===== config.mk =====
export PLATFORM = sky130hd
export DESIGN_NAME = fusion_seq_ctrl_flat
export DESIGN_NICKNAME = d
export VERILOG_FILES = /design/src/rtl/fusion_pkg.sv /design/src/rtl/fusion_seq_ctrl_if.sv /design/src/rtl/fusion_acc_lane.sv /design/src/rtl/fusion_seq_ctrl.sv /design/src/flat_wrapper.sv
export SDC_FILE = /design/constraint.sdc
export NUM_CORES = 1
export LEC_CHECK = 0
export ABC_CLOCK_PERIOD_IN_PS = 4350
export BUFFER_PORTS_ARGS = -buffer_cell sky130_fd_sc_hd__buf_2
export CAP_MARGIN = 0
export CORE_UTILIZATION = 57
export DETAILED_ROUTE_END_ITERATION = 8
export GPL_ROUTABILITY_DRIVEN = 0
export PLACE_DENSITY = 0.9
export SYNTH_ARGS = -nofsm -noshare
export SYNTH_HDL_FRONTEND = slang
export SYNTH_SLANG_ARGS = --single-unit
export TNS_END_PERCENT = 10

===== constraint.sdc =====
create_clock -name clk -period 4.35 [get_ports clk]
set_input_delay 0 -clock clk [delete_from_list [all_inputs] [get_ports clk]]
set_output_delay 0 -clock clk [all_outputs]
set_load 0.02 [all_outputs]

===== src/rtl/fusion_pkg.sv =====
// Shared definitions for the fusion sequencer: width codes, psum geometry, FSM states.
// No logic; imported by the interface, the top and the accumulator lane.
// Width codes are one-hot: bit 2 = 4-bit, bit 1 = 2-bit, bit 0 = 1-bit operands.
package fusion_pkg;

  localparam logic [2:0] W4 = 3'b100;
  localparam logic [2:0] W2 = 3'b010;
  localparam logic [2:0] W1 = 3'b001;

  localparam int PSUM_W = 18;
  localparam int LANE_W = 9;

  typedef enum logic [1:0] {
    IDLE  = 2'd0,
    RUN   = 2'd1,
    DRAIN = 2'd2,
    DONE  = 2'd3
  } state_t;

endpackage


===== src/rtl/fusion_seq_ctrl_if.sv =====
// Bus bundle between operand buffers, one fusion unit and the sequencer.
// Groups the config, operand, fusion-unit and result channels.
// slave = sequencer view; master = surrounding PE / environment view.
interface fusion_seq_ctrl_if #(
  parameter int LEN_W = 8,
  parameter int ACC_W = 32
);
  import fusion_pkg::*;

  // job configuration (valid/ready)
  logic              cfg_valid;
  logic              cfg_ready;
  logic [2:0]        cfg_in_width;
  logic [2:0]        cfg_weight_width;
  logic              cfg_s_in;
  logic              cfg_s_weight;
  logic [LEN_W-1:0]  cfg_len;
  // operand pair stream (valid/ready)
  logic              op_valid;
  logic              op_ready;
  logic [3:0]        op_in;
  logic [3:0]        op_weight;
  // fusion unit side
  logic [3:0]        fu_in;
  logic [3:0]        fu_weight;
  logic [2:0]        fu_in_width;
  logic [2:0]        fu_weight_width;
  logic              fu_s_in;
  logic              fu_s_weight;
  logic [PSUM_W-1:0] fu_psum;
  // result (valid/ready)
  logic              res_valid;
  logic              res_ready;
  logic [ACC_W-1:0]  res_acc0;
  logic [ACC_W-1:0]  res_acc1;

  modport slave (
    input  cfg_valid, cfg_in_width, cfg_weight_width, cfg_s_in, cfg_s_weight, cfg_len,
    output cfg_ready,
    input  op_valid, op_in, op_weight,
    output op_ready,
    output fu_in, fu_weight, fu_in_width, fu_weight_width, fu_s_in, fu_s_weight,
    input  fu_psum,
    output res_valid, res_acc0, res_acc1,
    input  res_ready
  );

  modport master (
    output cfg_valid, cfg_in_width, cfg_weight_width, cfg_s_in, cfg_s_weight, cfg_len,
    input  cfg_ready,
    output op_valid, op_in, op_weight,
    input  op_ready,
    input  fu_in, fu_weight, fu_in_width, fu_weight_width, fu_s_in, fu_s_weight,
    output fu_psum,
    input  res_valid, res_acc0, res_acc1,
    output res_ready
  );

endinterface


===== src/rtl/fusion_acc_lane.sv =====
// One accumulator lane: extends an ADD_W addend (sign or zero) and adds it into ACC_W.
// Latency: sum visible the cycle after i_en; wraps modulo 2^ACC_W, no saturation.
// No backpressure. Ports: clk, rst, i_clr (sync clear), i_en, i_signed, i_addend, o_acc.
module fusion_acc_lane #(
  parameter int ADD_W = 9,
  parameter int ACC_W = 32
) (
  input  logic             clk,
  input  logic             rst,
  input  logic             i_clr,
  input  logic             i_en,
  input  logic             i_signed,
  input  logic [ADD_W-1:0] i_addend,
  output logic [ACC_W-1:0] o_acc
);

  logic signed [ADD_W-1:0] w_add_s;
  logic        [ACC_W-1:0] w_ext;
  logic        [ACC_W-1:0] r_acc;

  assign w_add_s = i_addend;
  // a size cast of a signed operand sign-extends; of an unsigned one, zero-extends
  assign w_ext   = i_signed ? ACC_W'(w_add_s) : ACC_W'(i_addend);

  always_ff @(posedge clk) begin
    if (rst) begin
      r_acc <= '0;
    end else if (i_clr) begin
      r_acc <= '0;
    end else if (i_en) begin
      r_acc <= r_acc + w_ext;
    end
  end

  assign o_acc = r_acc;

endmodule


===== src/rtl/fusion_seq_ctrl.sv =====
// Sequences one fusion unit through a dot-product job and accumulates its psums.
// Latency: last operand accept to res_valid is 3 cycles; one pair per cycle in RUN.
// Backpressure: cfg_ready only in IDLE, op_ready only in RUN, result held until res_ready.
// Ports: clk, rst (sync, active-high), bus (fusion_seq_ctrl_if.slave).
module fusion_seq_ctrl #(
  parameter int LEN_W = 8,
  parameter int ACC_W = 32
) (
  input  logic               clk,
  input  logic               rst,
  fusion_seq_ctrl_if.slave   bus
);
  import fusion_pkg::*;

  state_t            r_state, w_state_nxt;
  logic [LEN_W-1:0]  r_len, r_count;
  logic              r_split, r_signed;
  logic              r_v1, r_v2;          // v1: fu_in/fu_weight valid, v2: fu_psum valid
  logic [3:0]        r_fu_in, r_fu_weight;
  logic [2:0]        r_in_w, r_wt_w;
  logic              r_s_in, r_s_wt;
  logic              w_cfg_fire, w_op_rdy, w_op_fire, w_last;
  logic              w_res_valid;
  logic [PSUM_W-1:0] w_lane0_add;

  assign bus.cfg_ready = (r_state == IDLE);
  assign w_op_rdy      = (r_state == RUN) && (r_count < r_len);
  assign bus.op_ready  = w_op_rdy;
  assign w_cfg_fire    = bus.cfg_valid & (r_state == IDLE);
  assign w_op_fire     = bus.op_valid & w_op_rdy;
  assign w_last        = w_op_fire && ((r_count + 1'b1) == r_len);

  always_comb begin
    w_state_nxt = r_state;
    w_res_valid = 1'b0;
    case (r_state)
      IDLE:    if (bus.cfg_valid) w_state_nxt = (bus.cfg_len == '0) ? DONE : RUN;
      RUN:     if (w_last) w_state_nxt = DRAIN;
      DRAIN:   if (!r_v1 && !r_v2) w_state_nxt = DONE;
      DONE: begin
        w_res_valid = 1'b1;
        if (bus.res_ready) w_state_nxt = IDLE;
      end
      default: w_state_nxt = IDLE;
    endcase
  end

  always_ff @(posedge clk) begin
    if (rst) begin
      r_state     <= IDLE;
      r_len       <= '0;
      r_count     <= '0;
      r_split     <= 1'b0;
      r_signed    <= 1'b0;
      r_v1        <= 1'b0;
      r_v2        <= 1'b0;
      r_fu_in     <= '0;
      r_fu_weight <= '0;
      r_in_w      <= W4;
      r_wt_w      <= W4;
      r_s_in      <= 1'b0;
      r_s_wt      <= 1'b0;
    end else begin
      r_state     <= w_state_nxt;
      // bubbles present zero operands so the unit never sees stale data
      r_v1        <= w_op_fire;
      r_v2        <= r_v1;
      r_fu_in     <= w_op_fire ? bus.op_in     : 4'd0;
      r_fu_weight <= w_op_fire ? bus.op_weight : 4'd0;
      if (w_cfg_fire) begin
        r_len    <= bus.cfg_len;
        r_count  <= '0;
        r_split  <= (bus.cfg_weight_width != W4);
        r_signed <= bus.cfg_s_in | bus.cfg_s_weight;
        r_in_w   <= bus.cfg_in_width;
        r_wt_w   <= bus.cfg_weight_width;
        r_s_in   <= bus.cfg_s_in;
        r_s_wt   <= bus.cfg_s_weight;
      end else if (w_op_fire) begin
        r_count  <= r_count + 1'b1;
      end
    end
  end

  assign bus.fu_in           = r_fu_in;
  assign bus.fu_weight       = r_fu_weight;
  assign bus.fu_in_width     = r_in_w;
  assign bus.fu_weight_width = r_wt_w;
  assign bus.fu_s_in         = r_s_in;
  assign bus.fu_s_weight     = r_s_wt;
  assign bus.res_valid       = w_res_valid;

  // split mode: lane0 is the low 9-bit lane, pre-extended to 18 so one lane
  // instance serves both modes; full mode passes the 18-bit total straight in
  assign w_lane0_add = r_split
    ? {{(PSUM_W-LANE_W){r_signed & bus.fu_psum[LANE_W-1]}}, bus.fu_psum[LANE_W-1:0]}
    : bus.fu_psum;

  fusion_acc_lane #(.ADD_W(PSUM_W), .ACC_W(ACC_W)) u_lane0 (
    .clk      (clk),
    .rst      (rst),
    .i_clr    (w_cfg_fire),
    .i_en     (r_v2),
    .i_signed (r_signed),
    .i_addend (w_lane0_add),
    .o_acc    (bus.res_acc0)
  );

  fusion_acc_lane #(.ADD_W(LANE_W), .ACC_W(ACC_W)) u_lane1 (
    .clk      (clk),
    .rst      (rst),
    .i_clr    (w_cfg_fire),
    .i_en     (r_v2 & r_split),
    .i_signed (r_signed),
    .i_addend (bus.fu_psum[PSUM_W-1:LANE_W]),
    .o_acc    (bus.res_acc1)
  );

endmodule


===== src/flat_wrapper.sv =====
// flat-port wrapper written by rule: the top's interface ports become plain ports
module fusion_seq_ctrl_flat import fusion_pkg::*;
#(
  parameter int LEN_W = 8,
  parameter int ACC_W = 32
)
  (clk, rst, bus_cfg_valid, bus_cfg_in_width, bus_cfg_weight_width, bus_cfg_s_in, bus_cfg_s_weight, bus_cfg_len, bus_cfg_ready, bus_op_valid, bus_op_in, bus_op_weight, bus_op_ready, bus_fu_in, bus_fu_weight, bus_fu_in_width, bus_fu_weight_width, bus_fu_s_in, bus_fu_s_weight, bus_fu_psum, bus_res_valid, bus_res_acc0, bus_res_acc1, bus_res_ready);
  fusion_seq_ctrl_if #(.LEN_W(LEN_W), .ACC_W(ACC_W)) bus_i ();
  input  logic clk;
  input  logic rst;
  input wire logic [$bits(bus_i.cfg_valid)-1:0] bus_cfg_valid;
  input wire logic [$bits(bus_i.cfg_in_width)-1:0] bus_cfg_in_width;
  input wire logic [$bits(bus_i.cfg_weight_width)-1:0] bus_cfg_weight_width;
  input wire logic [$bits(bus_i.cfg_s_in)-1:0] bus_cfg_s_in;
  input wire logic [$bits(bus_i.cfg_s_weight)-1:0] bus_cfg_s_weight;
  input wire logic [$bits(bus_i.cfg_len)-1:0] bus_cfg_len;
  output wire logic [$bits(bus_i.cfg_ready)-1:0] bus_cfg_ready;
  input wire logic [$bits(bus_i.op_valid)-1:0] bus_op_valid;
  input wire logic [$bits(bus_i.op_in)-1:0] bus_op_in;
  input wire logic [$bits(bus_i.op_weight)-1:0] bus_op_weight;
  output wire logic [$bits(bus_i.op_ready)-1:0] bus_op_ready;
  output wire logic [$bits(bus_i.fu_in)-1:0] bus_fu_in;
  output wire logic [$bits(bus_i.fu_weight)-1:0] bus_fu_weight;
  output wire logic [$bits(bus_i.fu_in_width)-1:0] bus_fu_in_width;
  output wire logic [$bits(bus_i.fu_weight_width)-1:0] bus_fu_weight_width;
  output wire logic [$bits(bus_i.fu_s_in)-1:0] bus_fu_s_in;
  output wire logic [$bits(bus_i.fu_s_weight)-1:0] bus_fu_s_weight;
  input wire logic [$bits(bus_i.fu_psum)-1:0] bus_fu_psum;
  output wire logic [$bits(bus_i.res_valid)-1:0] bus_res_valid;
  output wire logic [$bits(bus_i.res_acc0)-1:0] bus_res_acc0;
  output wire logic [$bits(bus_i.res_acc1)-1:0] bus_res_acc1;
  input wire logic [$bits(bus_i.res_ready)-1:0] bus_res_ready;
  assign bus_i.cfg_valid = bus_cfg_valid;
  assign bus_i.cfg_in_width = bus_cfg_in_width;
  assign bus_i.cfg_weight_width = bus_cfg_weight_width;
  assign bus_i.cfg_s_in = bus_cfg_s_in;
  assign bus_i.cfg_s_weight = bus_cfg_s_weight;
  assign bus_i.cfg_len = bus_cfg_len;
  assign bus_cfg_ready = bus_i.cfg_ready;
  assign bus_i.op_valid = bus_op_valid;
  assign bus_i.op_in = bus_op_in;
  assign bus_i.op_weight = bus_op_weight;
  assign bus_op_ready = bus_i.op_ready;
  assign bus_fu_in = bus_i.fu_in;
  assign bus_fu_weight = bus_i.fu_weight;
  assign bus_fu_in_width = bus_i.fu_in_width;
  assign bus_fu_weight_width = bus_i.fu_weight_width;
  assign bus_fu_s_in = bus_i.fu_s_in;
  assign bus_fu_s_weight = bus_i.fu_s_weight;
  assign bus_i.fu_psum = bus_fu_psum;
  assign bus_res_valid = bus_i.res_valid;
  assign bus_res_acc0 = bus_i.res_acc0;
  assign bus_res_acc1 = bus_i.res_acc1;
  assign bus_i.res_ready = bus_res_ready;
  fusion_seq_ctrl #(.LEN_W(LEN_W), .ACC_W(ACC_W)) u_core (.clk(clk), .rst(rst), .bus(bus_i));
endmodule

==> results.txt, run 1 <==
first-pass GRT wire length - 31900 um
pin count of the biggest net entering global routing - 46
Hold WS - 82.5 ps
number of buffers created by CTS - 9
post-synthesis mux area share - 4.62%
layout filler cell count - 1024
worst setup timing slack at the placement stage - 972 ps
register bit count reported by yosys - 102
area fraction in compound gates after synthesis - 22.2%
Final setup viols - 0
Std-Cell Core Area - 0.0126 mm^2
top post-synthesis cells by area - sky130_fd_sc_hd__dfxtp_1 (28%), sky130_fd_sc_hd__ha_1 (9.2%), sky130_fd_sc_hd__nor2_1 (6.2%)
DRC Markers - 0
via count of the first global-routing pass - 7001
arrival time of the worst setup path - 3770 ps
commonest non-fill, non-tap cells in the layout - sky130_fd_sc_hd__buf_2 (129), sky130_fd_sc_hd__nor2_1 (122), sky130_fd_sc_hd__dfxtp_1 (101)
count of flip-flops with a built-in enable after synthesis - 0
area of the die - 0.0134 mm^2
Setup Fix Bufs, Post-CTS - 0
placement-stage cell area - 0.00804 mm^2
highest-delay cell along the critical path - sky130_fd_sc_hd__dfxtp_1
hpwl dp - 13500 um
status - complete, no violations
combinational family with the most area after synthesis - simple AND/OR/NAND/NOR gates
final-stage net count - 1178
antenna violations before repair - 0
cell type group with the largest total delay on the critical path - compound AO/OA/AOI/OAI gates
row count - 41
worst-path maximum fanout - 13
Yosys cell types - 73
number of H-tree branching levels - 3
total wire length - 19300 um
count of input and output buffers - 129
Reg clk slew, reported paths - 70 ps
final design instance area without fill - 0.00862 mm^2
number of clock sinks - 102
final hold viol count - 0
post-synthesis sequential area ratio - 27.7%
number of antenna repair diodes - 0
maximum ir drop on the vdd rail - 0.298 mV
post-synthesis xor/xnor area fraction - 7.50%
Routed wire per std cell - 15.5 um
Sequential Area - 0.00204 mm^2
synthesized-area fraction occupied by and/or/nand/nor cells - 23.6%
Fmax achieved - 284 MHz
Post-Synthesis Net Count - 1061
unrepaired setup endpoints after global routing - no
critical path type - reg2reg
Routed Antenna Nets - 0
actual transition at the worst max-transition pin - 949 ps
count of placed standard cells in the final layout, fillers left out - 1252
die height - 116 um
cell type contributing the most total cell area after synthesis - sky130_fd_sc_hd__dfxtp_1
endpoint required time on the critical path - 4600 ps
number of standard cells after synthesis - 958
area occupied by multi-input gates - 0.00498 mm^2
total negative slack - 0 ps
classification of the worst-slack hold path - in2reg
clk_skew - 4.82 ps
Post-Synth Adder-Cell Area - 9.72%
fraction of layout cells with a size suffix above 1 - 15.6%
overflow left after global routing - 0
area growth from synthesis to layout - 17.1%
Pre-antenna DRT Iters - 6
mean area per synthesized cell - 7.68 um^2
Worst slew margin - 36.6%
standby leakage power - 3.73 nW
vias post-DR - 7510
ports placed on the boundary - 130
max-cap violation count - 0
power per unit of standard cell area - 319 mW/mm^2
Critical Path, Cell by Cell - a21boi_1 > buf_4 > nor2_1 > ha_1 > o21ai_0 > o221ai_1 > a31oi_1 > o31ai_2 > a211oi_1 > o21ai_1 > xor2_1 > a21oi_1 > a31o_2
via density per instance - 6.00
final max-slew violation count - 0
die width - 116 um
count of yosys warnings during synthesis - 0
clock tree from TritonCTS - built
Cell Area, Synth - 0.00736 mm^2
fraction of post-synthesis cell area in the top cell type by area - 27.7%
endpoint kind of the worst setup timing path - flop
Worst-Skew Late Latency - 360 ps
power after layout - 2.75 mW
DR iter-0 viols - 616
number of buffers on the longest clock path - 2
fraction of registers with async set or reset after synthesis - 0%
post-layout min period - 3520 ps
commonest non-fill, non-tap cell in the layout - sky130_fd_sc_hd__buf_2
core occupancy in the finished layout - 68.3%
predominant post-synthesis flop cell - sky130_fd_sc_hd__dfxtp_1
sum of buffers and inverters on the critical path - 1
final worst setup slack - 828 ps
Initial Utilization - 58.3%
Total GRT Usage - 29.7%
final clock period utilization by the worst path - 81.0%
cell at the root of the clock tree - sky130_fd_sc_hd__clkbuf_16
Cell Count Post-Placement - 1211
CP startpoint kind - flop
CP max stage delay - 530 ps
-- flip-flops by register name, indices dropped and copies added (netlist names) --
name	count
u_core.bus.fu_in	4
u_core.bus.fu_weight_width	3
u_core.r_v1	1
u_core.r_split	1
u_core.bus.fu_s_in	1
u_core.r_len	8
u_core.bus.fu_s_weight	1
u_core.bus.fu_weight	4
u_core.u_lane1.o_acc	32
u_core.r_state	2
u_core.r_count	8
u_core.u_lane0.o_acc	32
u_core.r_signed	1
u_core.bus.fu_in_width	3
u_core.r_v2	1
-- power by group --
group | total [mW] | internal [mW] | switching [mW]
Combinational | 0.819 | 0.295 | 0.524
Clock | 0.893 | 0.520 | 0.372
Sequential | 1.03 | 0.987 | 0.0464
-- synth_stat cells (all sizes together), types with 5 or more instances --
cell and count:
a211o 5, a211oi 20, a21o 15, a21oi 84, a31oi 8, and2 16, and3 9, buf 17
clkbuf 37, dfxtp 102, ha 54, inv 29, mux2i 34, nand2 89, nand2b 10, nand3 22
nand4 12, nor2 123, nor2b 9, nor3 21, nor3b 7, nor4 12, o21a 9, o21ai 57
o21bai 6, o22ai 5, or3 24, xnor2 40, xor2 23
-- metal layers --
metal  share of wire (%)  routed length, um  vias up  track usage [%]
met2                  48               9260      315             52.0
li1                    -                  -     3676                -
met5                   0                  0        -                0
met4                 3.0                574        0             13.0
met1                  43               8310     3468             35.5
met3                 6.2               1210       51             5.49
-- cell families (layout without fill, tap and decap cells) --
family | Yosys count | in the layout
AOI/OAI and AO/OA | 255 | 255
xor gates and xnor gates | 63 | 63
adders and majority gates | 56 | 56
buffers and inverters | 83 | 205
DFF | 102 | 102
muxes | 34 | 34
and+or+nand+nor | 365 | 365
-- repair_timing --
| action | 4_1_cts | 5_1_grt |
|---|---|---|
| hold endpoints to repair | 27 | 0 |
| hold buffers | 25 | 0 |
| resized for setup | 0 | 0 |
-- worst paths after layout --
path,startpoint,endpoint,slack (ps),depth (start not counted)
max,u_core.r_split$_SDFFE_PP0P_,u_core.u_lane0.o_acc[31]$_SDFFE_PP0P_,830,13
min,rst,u_core.r_v2$_SDFF_PP0_,80,2
max reg2reg,u_core.r_split$_SDFFE_PP0P_,u_core.u_lane0.o_acc[31]$_SDFFE_PP0P_,830,13
min reg2reg,u_core.r_v1$_SDFF_PP0_,u_core.r_v2$_SDFF_PP0_,460,1
-- area by class of cell --
| class | count | area share (%) |
|---|---|---|
| clock buffers | 11 | 2.82 |
| clock inverters | 5 | 0.958 |
| inverters | 29 | 1.26 |
| multi-input cells | 773 | 57.8 |
| flip-flops and latches | 102 | 23.7 |
| well taps | 172 | 2.50 |
| repair buffers | 160 | 10.9 |
(Power assumes the default switching activity.)
==> inputs of run 2 (changes only) <==
ABC_AREA = 1   (was unset)
ABC_CLOCK_PERIOD_IN_PS = 3600   (was 4350)
CORE_UTILIZATION = 59   (was 57)
PLACE_DENSITY = 0.91   (was 0.9)
clock period = 3.6 ns   (was 4.35 ns; I/O delays follow)
==> results.txt, run 2 <==
ports placed on the boundary - 130
Setup Fix Bufs, Post-CTS - 0
Yosys cell types - 43
number of H-tree branching levels - 3
fraction of post-synthesis cell area in the top cell type by area - 24.3%
area occupied by multi-input gates - 0.00533 mm^2
count of flip-flops with a built-in enable after synthesis - 0
post-layout min period - 3070 ps
register-to-register setup slack - 530 ps
endpoint required time on the critical path - 3870 ps
final hold viol count - 1
via count of the first global-routing pass - 8915
first-pass GRT wire length - 40800 um
total negative slack - 0 ps
count of input and output buffers - 129
DRC Markers - 0
CP startpoint kind - flop
number of clock sinks - 102
vias post-DR - 9760
Std-Cell Core Area - 0.0139 mm^2
Reg clk slew, reported paths - 80 ps
row count - 43
leading post-synthesis cells by instance count - sky130_fd_sc_hd__nand2_1 (354), sky130_fd_sc_hd__inv_1 (217), sky130_fd_sc_hd__nor2_1 (216)
dominant cell by count in the synthesized netlist - sky130_fd_sc_hd__nand2_1
final max-slew violation count - 0
clock tree from TritonCTS - built
Pre-antenna DRT Iters - 8
Hold WS - -3.14 ps
fraction of layout cells with a size suffix above 1 - 12.2%
top post-synthesis cells by area - sky130_fd_sc_hd__dfxtp_1 (24%), sky130_fd_sc_hd__nand2_1 (16%), sky130_fd_sc_hd__inv_1 (9.7%)
hpwl dp - 18000 um
actual transition at the worst max-transition pin - 1070 ps
predominant post-synthesis flop cell - sky130_fd_sc_hd__dfxtp_1
Cell Area, Synth - 0.00839 mm^2
max-cap violation count - 0
power per unit of standard cell area - 400 mW/mm^2
Final setup viols - 0
post-synthesis sequential area ratio - 24.3%
area growth from synthesis to layout - 15.2%
pin count of the biggest net entering global routing - 57
total wire length - 25100 um
mean area per synthesized cell - 5.94 um^2
clk_skew - 14.5 ps
register bit count reported by yosys - 102
number of buffers created by CTS - 9
fraction of registers with async set or reset after synthesis - 0%
unrepaired setup endpoints after global routing - no
capturing point of the worst reg2reg path - u_core.u_lane0.o_acc[29]$_SDFFE_PP0P_
Post-Synthesis Net Count - 1516
worst setup timing slack at the placement stage - 749 ps
endpoint kind of the worst setup timing path - flop
area of the die - 0.0147 mm^2
commonest non-fill, non-tap cells in the layout - sky130_fd_sc_hd__nand2_1 (354), sky130_fd_sc_hd__inv_1 (216), sky130_fd_sc_hd__nor2_1 (216)
layout filler cell count - 1218
Initial Utilization - 60.4%
DR iter-0 viols - 1019
cell at the root of the clock tree - sky130_fd_sc_hd__clkbuf_16
Routed wire per std cell - 14.4 um
Worst slew margin - 28.3%
violations in the final reports - hold timing
startpoint of the most critical hold path - bus_fu_psum[0]
number of buffers on the longest clock path - 2
status - finished, violations left
Fmax achieved - 326 MHz
count of yosys warnings during synthesis - 0
cell type contributing the most total cell area after synthesis - sky130_fd_sc_hd__dfxtp_1
antenna violations before repair - 0
final worst setup slack - 534 ps
overflow left after global routing - 0
final clock period utilization by the worst path - 85.2%
maximum ir drop on the vdd rail - 0.303 mV
standby leakage power - 5.30 nW
Worst-Skew Late Latency - 380 ps
final-stage net count - 1653
Total GRT Usage - 34.8%
die width - 121 um
destination of the worst hold path - u_core.u_lane0.o_acc[0]$_SDFFE_PP0P_
commonest non-fill, non-tap cell in the layout - sky130_fd_sc_hd__nand2_1
Reg2Reg Depth - 16
die height - 121 um
worst-path maximum fanout - 13
classification of the worst-slack hold path - in2reg
number of standard cells after synthesis - 1413
via density per instance - 5.62
Sequential Area - 0.00204 mm^2
Routed Antenna Nets - 0
arrival time of the worst setup path - 3330 ps
worst hold path cell count - 4
startpoint of the worst-slack reg-to-reg timing path - u_core.r_split$_SDFFE_PP0P_
critical path type - reg2reg
-- run 2: cell count changes in the layout (fill, tap and decap cells not counted), sizes merged, moves of 24 or more --
cell	delta
inv	+195
mux2i	-34
nand2	+283
nand3	+88
nor2	+103
o21ai	+38
or3	-24
xnor2	-37
-- run 2: worst max-delay path by stage --
stage | endpoint | cells past startpoint | from
finish | u_core.u_lane0.o_acc[29]$_SDFFE_PP0P_ | 16 | u_core.r_split$_SDFFE_PP0P_
floorplan | u_core.u_lane0.o_acc[26]$_SDFFE_PP0P_ | 17 | u_core.r_signed$_SDFFE_PP0P_
global route | u_core.u_lane0.o_acc[27]$_SDFFE_PP0P_ | 15 | u_core.r_split$_SDFFE_PP0P_
CTS | u_core.u_lane0.o_acc[29]$_SDFFE_PP0P_ | 16 | u_core.r_split$_SDFFE_PP0P_
detailed placement | u_core.u_lane0.o_acc[29]$_SDFFE_PP0P_ | 16 | u_core.r_split$_SDFFE_PP0P_
global placement | u_core.u_lane0.o_acc[25]$_SDFFE_PP0P_ | 15 | u_core.r_split$_SDFFE_PP0P_
-- run 2: cell type report --
class | count | share of cell area [%]
multi-input cells | 1054 | 55.1
flip-flops and latches | 102 | 21.1
repair buffers | 160 | 9.71
inverters | 223 | 8.66
clock buffers | 11 | 2.51
well taps | 180 | 2.33
clock inverters | 5 | 0.479
diodes | 1 | 0.0259
-- run 2: through the flow --
| stage | instances | instance area (um^2) | hold WS (ps) | utilization [%] | total power, mW |
|---|---|---|---|---|---|
| finish | 1736 | 9660 | -3.14 | 69.6 | 3.87 |
| global route | 1735 | 9660 | 39.9 | 69.6 | 4.09 |
| CTS | 1735 | 9660 | 4.40 | 69.6 | 3.81 |
| detailed placement | 1695 | 9130 | 218 | 65.8 | 2.80 |
| global placement | 1695 | 9130 | 197 | 65.8 | 2.75 |
| floorplan | 1413 | 8390 | 72.4 | - | 2.45 |
-- run 2: power by group --
| part | internal (mW) | switching, mW | leakage [nW] |
|---|---|---|---|
| clock network | 0.503 | 0.508 | 0.143 |
| registers | 1.24 | 0.0941 | 0.827 |
| logic | 0.487 | 1.03 | 4.33 |
| total | 2.23 | 1.63 | 5.30 |
-- run 2: repair_timing --
action                                 4_1_cts  5_1_grt
endpoints found under the hold margin       27        0
hold buffers                                24        0
resized for setup                            0        0
-- run 2: critical path: stages, from the launching register on --
cell and delay [ps]:
sky130_fd_sc_hd__dfxtp_1 400, sky130_fd_sc_hd__nand2_1 110, sky130_fd_sc_hd__clkinv_1 180, sky130_fd_sc_hd__nor2_1 200, sky130_fd_sc_hd__nand2_1 120, sky130_fd_sc_hd__inv_1 360, sky130_fd_sc_hd__ha_1 360, sky130_fd_sc_hd__a21oi_1 210
sky130_fd_sc_hd__o21ai_0 150, sky130_fd_sc_hd__a21oi_1 230, sky130_fd_sc_hd__nor2_1 70, sky130_fd_sc_hd__nor2_1 110, sky130_fd_sc_hd__nand2_1 90, sky130_fd_sc_hd__nand2_1 60, sky130_fd_sc_hd__nand2_1 60, sky130_fd_sc_hd__o21bai_1 190
sky130_fd_sc_hd__inv_1 60
-- run 2: cell families after synthesis --
logic type | after synthesis | share of synthesized area, %
compound gates | 225 | 14.6
xor+xnor | 31 | 3.24
fa+ha+maj | 56 | 8.53
buf+inv | 257 | 12.2
flops | 102 | 24.3
simple gates | 742 | 37.2
-- run 2: routing by layer --
metal	part of all wire [%]	vias up	track usage, %
li1	-	4775	-
met2	47	516	59.6
met5	0	-	0
met3	8.4	108	7.33
met4	4.8	0	18.2
met1	40	4361	40.7
